===== config.mk =====
export PLATFORM = sky130hd
export DESIGN_NAME = tc_timer
export DESIGN_NICKNAME = d
export VERILOG_FILES = /design/src/rtl/tc_timer.sv
export SDC_FILE = /design/constraint.sdc
export NUM_CORES = 1
export LEC_CHECK = 0
export CAP_MARGIN = 30
export CORE_UTILIZATION = 53
export CTS_BUF_LIST = sky130_fd_sc_hd__clkbuf_16
export DETAILED_ROUTE_END_ITERATION = 7
export PLACE_DENSITY = 0.87
export SETUP_SLACK_MARGIN = 0.02
export SKIP_LAST_GASP = 1
export SLEW_MARGIN = 20
export SYNTH_ARGS = -nofsm -noshare
export SYNTH_HDL_FRONTEND = slang
export SYNTH_SLANG_ARGS = --single-unit

===== constraint.sdc =====
create_clock -name clk -period 2.61 [get_ports clk]
set_input_delay 0.3915 -clock clk [delete_from_list [all_inputs] [get_ports clk]]
set_output_delay 0.3915 -clock clk [all_outputs]
set_load 0.005 [all_outputs]

===== src/rtl/tc_timer.sv =====
// tc_timer: bus-mapped 32-bit down-counter with one-shot / auto-reload modes
// and a maskable expiry interrupt.
module tc_timer (
    input  logic        clk,
    input  logic        reset,
    input  logic [1:0]  addr,
    input  logic        we,
    input  logic [3:0]  byteen,
    input  logic [31:0] wdata,
    output logic [31:0] rdata,
    output logic        irq
);

    typedef enum logic [1:0] {
        IDLE = 2'd0,
        LOAD = 2'd1,
        CNT  = 2'd2,
        INT  = 2'd3
    } state_e;

    state_e      state_q, state_d;
    logic [3:0]  ctrl_q, ctrl_d;
    logic [31:0] preset_q, preset_d;
    logic [31:0] count_q, count_d;
    logic        flag_q, flag_d;

    logic        en, auto_rl, im;
    logic        wr_ctrl, wr_preset;
    logic        flag_set, flag_clr_fsm, en_clr;

    assign en      = ctrl_q[0];
    assign auto_rl = (ctrl_q[2:1] == 2'b01);
    assign im      = ctrl_q[3];

    assign wr_ctrl   = we && (addr == 2'b00);
    assign wr_preset = we && (addr == 2'b01);

    always_comb begin
        state_d      = state_q;
        count_d      = count_q;
        flag_set     = 1'b0;
        flag_clr_fsm = 1'b0;
        en_clr       = 1'b0;
        case (state_q)
            IDLE: begin
                if (en) state_d = LOAD;
            end
            LOAD: begin
                count_d = preset_q;
                state_d = CNT;
            end
            CNT: begin
                if (!en) begin
                    state_d = IDLE;
                end else if (count_q > 32'd1) begin
                    count_d = count_q - 32'd1;
                end else begin
                    count_d  = 32'd0;
                    flag_set = 1'b1;
                    state_d  = INT;
                end
            end
            INT: begin
                if (auto_rl) begin
                    state_d      = LOAD;
                    flag_clr_fsm = 1'b1;
                end else begin
                    state_d = IDLE;
                    en_clr  = 1'b1;
                end
            end
            default: state_d = IDLE;
        endcase
    end

    // CPU write overrides the FSM's EN clear when it touches byte 0
    always_comb begin
        ctrl_d = ctrl_q;
        if (en_clr) ctrl_d[0] = 1'b0;
        if (wr_ctrl && byteen[0]) ctrl_d = wdata[3:0];
    end

    always_comb begin
        preset_d = preset_q;
        if (wr_preset) begin
            for (int i = 0; i < 4; i++) begin
                if (byteen[i]) preset_d[8*i +: 8] = wdata[8*i +: 8];
            end
        end
    end

    // Set beats any clear landing on the same edge
    always_comb begin
        flag_d = flag_q;
        if (flag_set)
            flag_d = 1'b1;
        else if (flag_clr_fsm || wr_ctrl || wr_preset)
            flag_d = 1'b0;
    end

    always_ff @(posedge clk or negedge reset) begin
        if (!reset) begin
            state_q  <= IDLE;
            ctrl_q   <= 4'd0;
            preset_q <= 32'd0;
            count_q  <= 32'd0;
            flag_q   <= 1'b0;
        end else begin
            state_q  <= state_d;
            ctrl_q   <= ctrl_d;
            preset_q <= preset_d;
            count_q  <= count_d;
            flag_q   <= flag_d;
        end
    end

    always_comb begin
        case (addr)
            2'b00:   rdata = {28'd0, ctrl_q};
            2'b01:   rdata = preset_q;
            2'b10:   rdata = count_q;
            default: rdata = 32'd0;
        endcase
    end

    assign irq = flag_q & im;

endmodule


Word level (Yosys, flattened, before mapping)
Cells that the tools add are included.
{"block": "classes", "n_addsub": 1, "order_cmp": 1, "n_eq_ne": 9, "muxes": 20, "bitwise_logic": 1, "n_reduce_logical": 16}
{"cell": "case mux 32 bit (3 select lines)", "n": 1}
{"cell": "2-to-1 mux 32 bit", "n": 2}
{"cell": "case mux 32 bit (2 select lines)", "n": 1}
{"cell": "greater-than comparator 32 x 1 -> 1 bit (second input constant)", "n": 1}
{"cell": "subtractor 32 x 1 -> 32 bit (second input constant)", "n": 1}
{"cell": "2-to-1 mux 1 bit", "n": 12}
{"cell": "AND reduction 2 bit", "n": 6}
{"cell": "case mux 2 bit (4 select lines)", "n": 1}
{"cell": "== test 2 x 1 -> 1 bit (second input constant)", "n": 3}
{"cell": "== test 2 bit (second input constant)", "n": 3}
{"cell": "2-to-1 mux 2 bit", "n": 3}
{"cell": "nonzero test 2 bit", "n": 3}
{"cell": "logical NOT 2 bit", "n": 2}
{"cell": "inequality test 2 bit (second input constant)", "n": 2}
{"cell": "logical AND 1 bit", "n": 3}
{"cell": "inequality test 3 bit (second input constant)", "n": 1}
{"cell": "logical OR 1 bit", "n": 2}
{"cell": "AND 1 bit", "n": 1}
{"block": "word_totals", "reg_bits": 71, "input_bits": 41, "out_inout_bits": 33}

Logic depth before layout (Yosys ltp)
{"block": "logic_depth", "depth_word": 7, "depth_mapped": 8}

Least setup slack after synthesis
Ideal clock, no wire load.
{"block": "synth_timing", "kind": "reg2reg", "from": "reg count_q[29]", "to": "reg count_q[28]", "setup_time_ps": 126, "t_arrival_ps": 2171, "setup_slack_ps": 313, "stages_incl_launch_ff": 7, "path_buffers": 0, "path_cell_list": "dfrtp_1 or4_1 or3_4 nor4_4 a21oi_2 o311a_1 a311o_1"}
{"block": "synth_between", "elab_chain_cells": 4}
{"element": "start: declaration", "line": "24", "rtl": "logic [31:0] count_q, count_d;"}
{"element": "start signal: assignment", "line": "112", "rtl": "count_q <= count_d;"}
{"element": "greater-than comparator 32 x 1 -> 1 bit", "line": "55", "rtl": "end else if (count_q > 32'd1) begin"}
{"element": "2-to-1 mux 32 bit", "line": "55"}
{"element": "2-to-1 mux 32 bit", "line": "53", "rtl": "if (!en) begin"}
{"element": "case mux 32 bit (2 select lines)", "line": "44", "rtl": "case (state_q)"}
No other way between the ends. The select of a mux whose other input is x is not followed.
A chain may end at the register's enable or synchronous reset.

Final worst setup path
{"block": "layout_timing", "from": "reg count_q[28]", "to": "reg count_q[12]"}
Same word-level chain as after synthesis.

==> results list <==
* Period minus WS final: about 2500 ps
- In this run, the number of DRC markers left after iteration 0 of detailed routing was 440.
- For this design the ratio of total power to cell area is roughly 1000 nW/um2.
- DR vias: about 3,900
- The max-slew violation count came to 0.
* Fraction of the cycle the final worst path needs: 0.972
- The clock passes through at most 2 buffers.
* Cell count after synthesis: 408
* Total routed wirelength: 11,700 um
- The number of nets in the synthesized netlist is 451.
- STA classifies the critical path endpoint as a flip-flop.
- Area of the die: ~7800 um2
- On the final layout, the worst clock skew is 6.45 ps.
- Share of cells above drive strength 1: 0.176
- Final setup fails: 0
* Async S/R FF share, synth: 1.00
* Clock tree from TritonCTS: built
- After clock tree synthesis, the clock-pin slew on the worst setup and hold paths is 60 ps.
- IO Pins: 74
- Floorplan Core Area: 7250 um2
* Height of the die: 88.4 um
* Achievable frequency: 0.394 GHz
- Post-Route Hold Slack: 86.6 ps
- Warnings from Yosys: 0
- IR analysis of the VDD net gives a maximum drop of about 480 uV.
- DRC violations left: 2
- Counting every sink on the clock net gives 71.
* Top cells by area in the synthesized netlist: sky130_fd_sc_hd__dfrtp_1 (45%), sky130_fd_sc_hd__mux2_2 (10%), sky130_fd_sc_hd__a22o_1 (6.2%)
* Wire length of the first global-routing pass: roughly 19,000 um
- In this run the tightest slew margin relative to its limit is 0.539.
- Data on the critical path is required at its endpoint by roughly 2800 ps.
- Relative to the synthesized area, the layout overhead comes to 32.3%.
* Total of fill cells in the finished design: 536
- The initial utilization of the core area, before any placement, comes to 0.546.
- H-tree lvl count: 3
- In the final routed layout, each cell accounts on average for 19.3 um.
- Diodes inserted: 0
* Startpoint-to-endpoint class of the critical path: flip-flop to flip-flop
- Non-Filler Instances: 604
- The analysis attributes to cell leakage a power of 0.00214 uW.
- The final reports fail on design-rule violations.
- The number of global-route vias before repair is 3,771.
- The clock reaches the later pin of the worst-skew pair after between 300 and 400 ps.
- The share of synthesized area in the top cell type comes to 0.449.
- The congestion estimate from routability-driven global placement came to 0.971.
* Total clock buffers created by CTS: 9
* Dominant cell type by area after synthesis: sky130_fd_sc_hd__dfrtp_1
- In this run the horizontal extent of the chip is between 80 and 90 um.
- Nets: 543
- Slew @ Worst Pin: 692 ps
- After synthesis the cells add up to around 4000 um2.
- Worst hold path class: input port to asynchronous set/reset pin
* Estimated wirelength of the detail-placed design: 8000 um
- Post-synth EDFFs: 0
- Entering global routing, the biggest net connects 43 pins.
- After synthesis, the netlist uses 48 different library cells.
- First-pass DRT Iterations: 8
- Post-Place Cells: 588
- The number of hold-slack violations in the final timing report is 0.
* Crit path launch type: flip-flop
- Number of max-cap violations: 0
- At the worst endpoint, the arrival time is 2710 ps.
- Among all flip-flop cells after synthesis, the most frequent one is sky130_fd_sc_hd__dfrtp_1.
* Placement-stage worst setup slack: about 150 ps
- Buffers added to address setup during post-CTS repair amount to 0.
- Average vias per placed instance: 6.50
* Post-route setup slack: 73.6 ps
* Overall track demand over capacity in global routing: 0.313
- Input and output buffers added on the ports amount to 73.
- The synthesized design contains 71 register bits.
* Library cell used as clock root buffer: sky130_fd_sc_hd__clkbuf_16
- Setup TNS: 0 ps
- Summed over all layers, the global routing overflow is 0.
- Outcome: finished, violations left
- The detail route stage leaves a number of antenna-violating nets equal to 0.
- In this run the worst path has a maximum fanout of 9.
* Portion of the post-synthesis area used by sequential elements: 0.449
- Unrepaired setup endpoints after global routing: no
* Per-instance average area after synthesis: 9.70 um2
- Setup slack on the worst reg-to-reg path comes out at 70 ps.
- The initial antenna violation count was 0.
* Total number of placement rows: 31
[critical path, cell delays in order (launching register included)]
cell and delay, ps:
sky130_fd_sc_hd__dfrtp_1 430, sky130_fd_sc_hd__or4_1 520, sky130_fd_sc_hd__or3_4 370, sky130_fd_sc_hd__nor4_4 300, sky130_fd_sc_hd__buf_4 190, sky130_fd_sc_hd__a21o_1 200, sky130_fd_sc_hd__buf_4 200, sky130_fd_sc_hd__o311ai_0 160
[what timing repair did]
| item | in CTS | in global routing |
|---|---|---|
| endpoints found under the setup margin | 0 | 4 |
| gates resized for setup | 0 | 2 |
| hold buffers | 0 | 0 |
[logic make-up after synthesis]
logic type,synth area share
and+or+nand+nor,0.185
AOI/OAI and AO/OA,0.212
DFF,0.449
muxes,0.117
buffers and inverters,0.0284
adders and majority gates,0.00632
xor gates and xnor gates,0.00221
[synthesized netlist by cell type, types with 4 or more instances]
cell and count:
sky130_fd_sc_hd__a21oi_1 26, sky130_fd_sc_hd__a22o_1 28, sky130_fd_sc_hd__a22oi_1 4, sky130_fd_sc_hd__and3_1 12
sky130_fd_sc_hd__clkbuf_1 16, sky130_fd_sc_hd__dfrtp_1 71, sky130_fd_sc_hd__inv_1 8, sky130_fd_sc_hd__mux2_2 35
sky130_fd_sc_hd__mux2i_1 7, sky130_fd_sc_hd__nand2_1 41, sky130_fd_sc_hd__nand2b_1 7, sky130_fd_sc_hd__nand3_1 22
sky130_fd_sc_hd__nor2_1 14, sky130_fd_sc_hd__nor2b_1 5, sky130_fd_sc_hd__nor3_1 14, sky130_fd_sc_hd__o21ai_0 27
sky130_fd_sc_hd__o22ai_1 8, sky130_fd_sc_hd__o311ai_0 10, sky130_fd_sc_hd__or3_1 5, sky130_fd_sc_hd__or4_1 4
[cells in the final DEF (no fill, tap or decap), types with 2 or more instances in the layout]
master / netlist / layout
sky130_fd_sc_hd__clkdlybuf4s50_1: 0 / 72
sky130_fd_sc_hd__a21oi_2: 1 / 2
sky130_fd_sc_hd__clkbuf_16: 0 / 9
sky130_fd_sc_hd__dfrtp_1: 71 / 71
sky130_fd_sc_hd__nand3_1: 22 / 22
sky130_fd_sc_hd__buf_4: 0 / 29
sky130_fd_sc_hd__nand2_1: 41 / 41
sky130_fd_sc_hd__or2_2: 2 / 2
sky130_fd_sc_hd__or3_1: 5 / 5
sky130_fd_sc_hd__a22o_1: 28 / 28
sky130_fd_sc_hd__inv_1: 8 / 10
sky130_fd_sc_hd__nor2b_2: 0 / 2
sky130_fd_sc_hd__nand2b_1: 7 / 7
sky130_fd_sc_hd__a21oi_1: 26 / 25
sky130_fd_sc_hd__nand4_1: 3 / 3
sky130_fd_sc_hd__o31ai_1: 2 / 2
sky130_fd_sc_hd__or4_1: 4 / 4
sky130_fd_sc_hd__and2_1: 3 / 3
sky130_fd_sc_hd__o22ai_1: 8 / 8
sky130_fd_sc_hd__ha_1: 2 / 2
sky130_fd_sc_hd__mux2i_1: 7 / 7
sky130_fd_sc_hd__nor2b_1: 5 / 3
sky130_fd_sc_hd__clkinv_2: 0 / 3
sky130_fd_sc_hd__nor4_1: 3 / 3
sky130_fd_sc_hd__a221o_1: 2 / 2
sky130_fd_sc_hd__a21o_1: 2 / 2
sky130_fd_sc_hd__nor3_1: 14 / 13
sky130_fd_sc_hd__a22oi_1: 4 / 4
sky130_fd_sc_hd__o21ai_0: 27 / 27
sky130_fd_sc_hd__o311ai_0: 10 / 10
sky130_fd_sc_hd__and3_1: 12 / 12
sky130_fd_sc_hd__a21boi_0: 2 / 2
sky130_fd_sc_hd__nor2_1: 14 / 14
sky130_fd_sc_hd__o311a_1: 2 / 2
sky130_fd_sc_hd__mux2_2: 35 / 35
[power breakdown]
part,internal (uW),switching (uW)
clock,724,451
combinational,1030,1120
sequential,1490,486
total,3250,2050
[area by class of cell]
type | instances | area, um2 | area share
multi-input cells | 308 | 2080 | 0.398
flip-flops and latches | 71 | 1780 | 0.339
repair buffers | 102 | 943 | 0.180
clock buffers | 9 | 225 | 0.0430
well taps | 99 | 124 | 0.0236
clock inverters | 7 | 56.3 | 0.0107
inverters | 8 | 30.0 | 0.00573
[metrics by stage]
step / power, uW / cell area, um2 / utilization
2_1_floorplan: 3140 / 3960 / -
3_3_place_gp: 3950 / 4950 / 0.682
3_5_place_dp: 4030 / 4950 / 0.682
4_1_cts: 5240 / 5230 / 0.721
5_1_grt: 5590 / 5240 / 0.722
6_report: 5300 / 5240 / 0.722
[final timing paths]
path                               from            to  depth (start not counted)
max                         count_q[28]   count_q[12]                          7
min                               reset  preset_q[15]                          2
max reg2reg                 count_q[28]   count_q[12]                          7
min reg2reg                preset_q[13]  preset_q[13]                          1
max in group asynchronous         reset     ctrl_q[1]                          2
min in group clk           preset_q[13]  preset_q[13]                          1
[sequential cells by signal, summed over array words and instances (netlist names)]
signal,flops
count_q,32
preset_q,32
ctrl_q,4
state_q,2
flag_q,1
[routing by layer]
metal | share of wire | vias to the layer above | global-route usage | wire length, um
met1 | 0.39 | 1895 | 0.410 | 4570
met4 | 0.029 | 0 | 0.128 | 333
met2 | 0.48 | 253 | 0.513 | 5600
li1 | - | 1733 | - | -
met5 | 0 | - | 0 | 0
met3 | 0.098 | 42 | 0.0597 | 1140
Power figures use the tool's default switching activity.
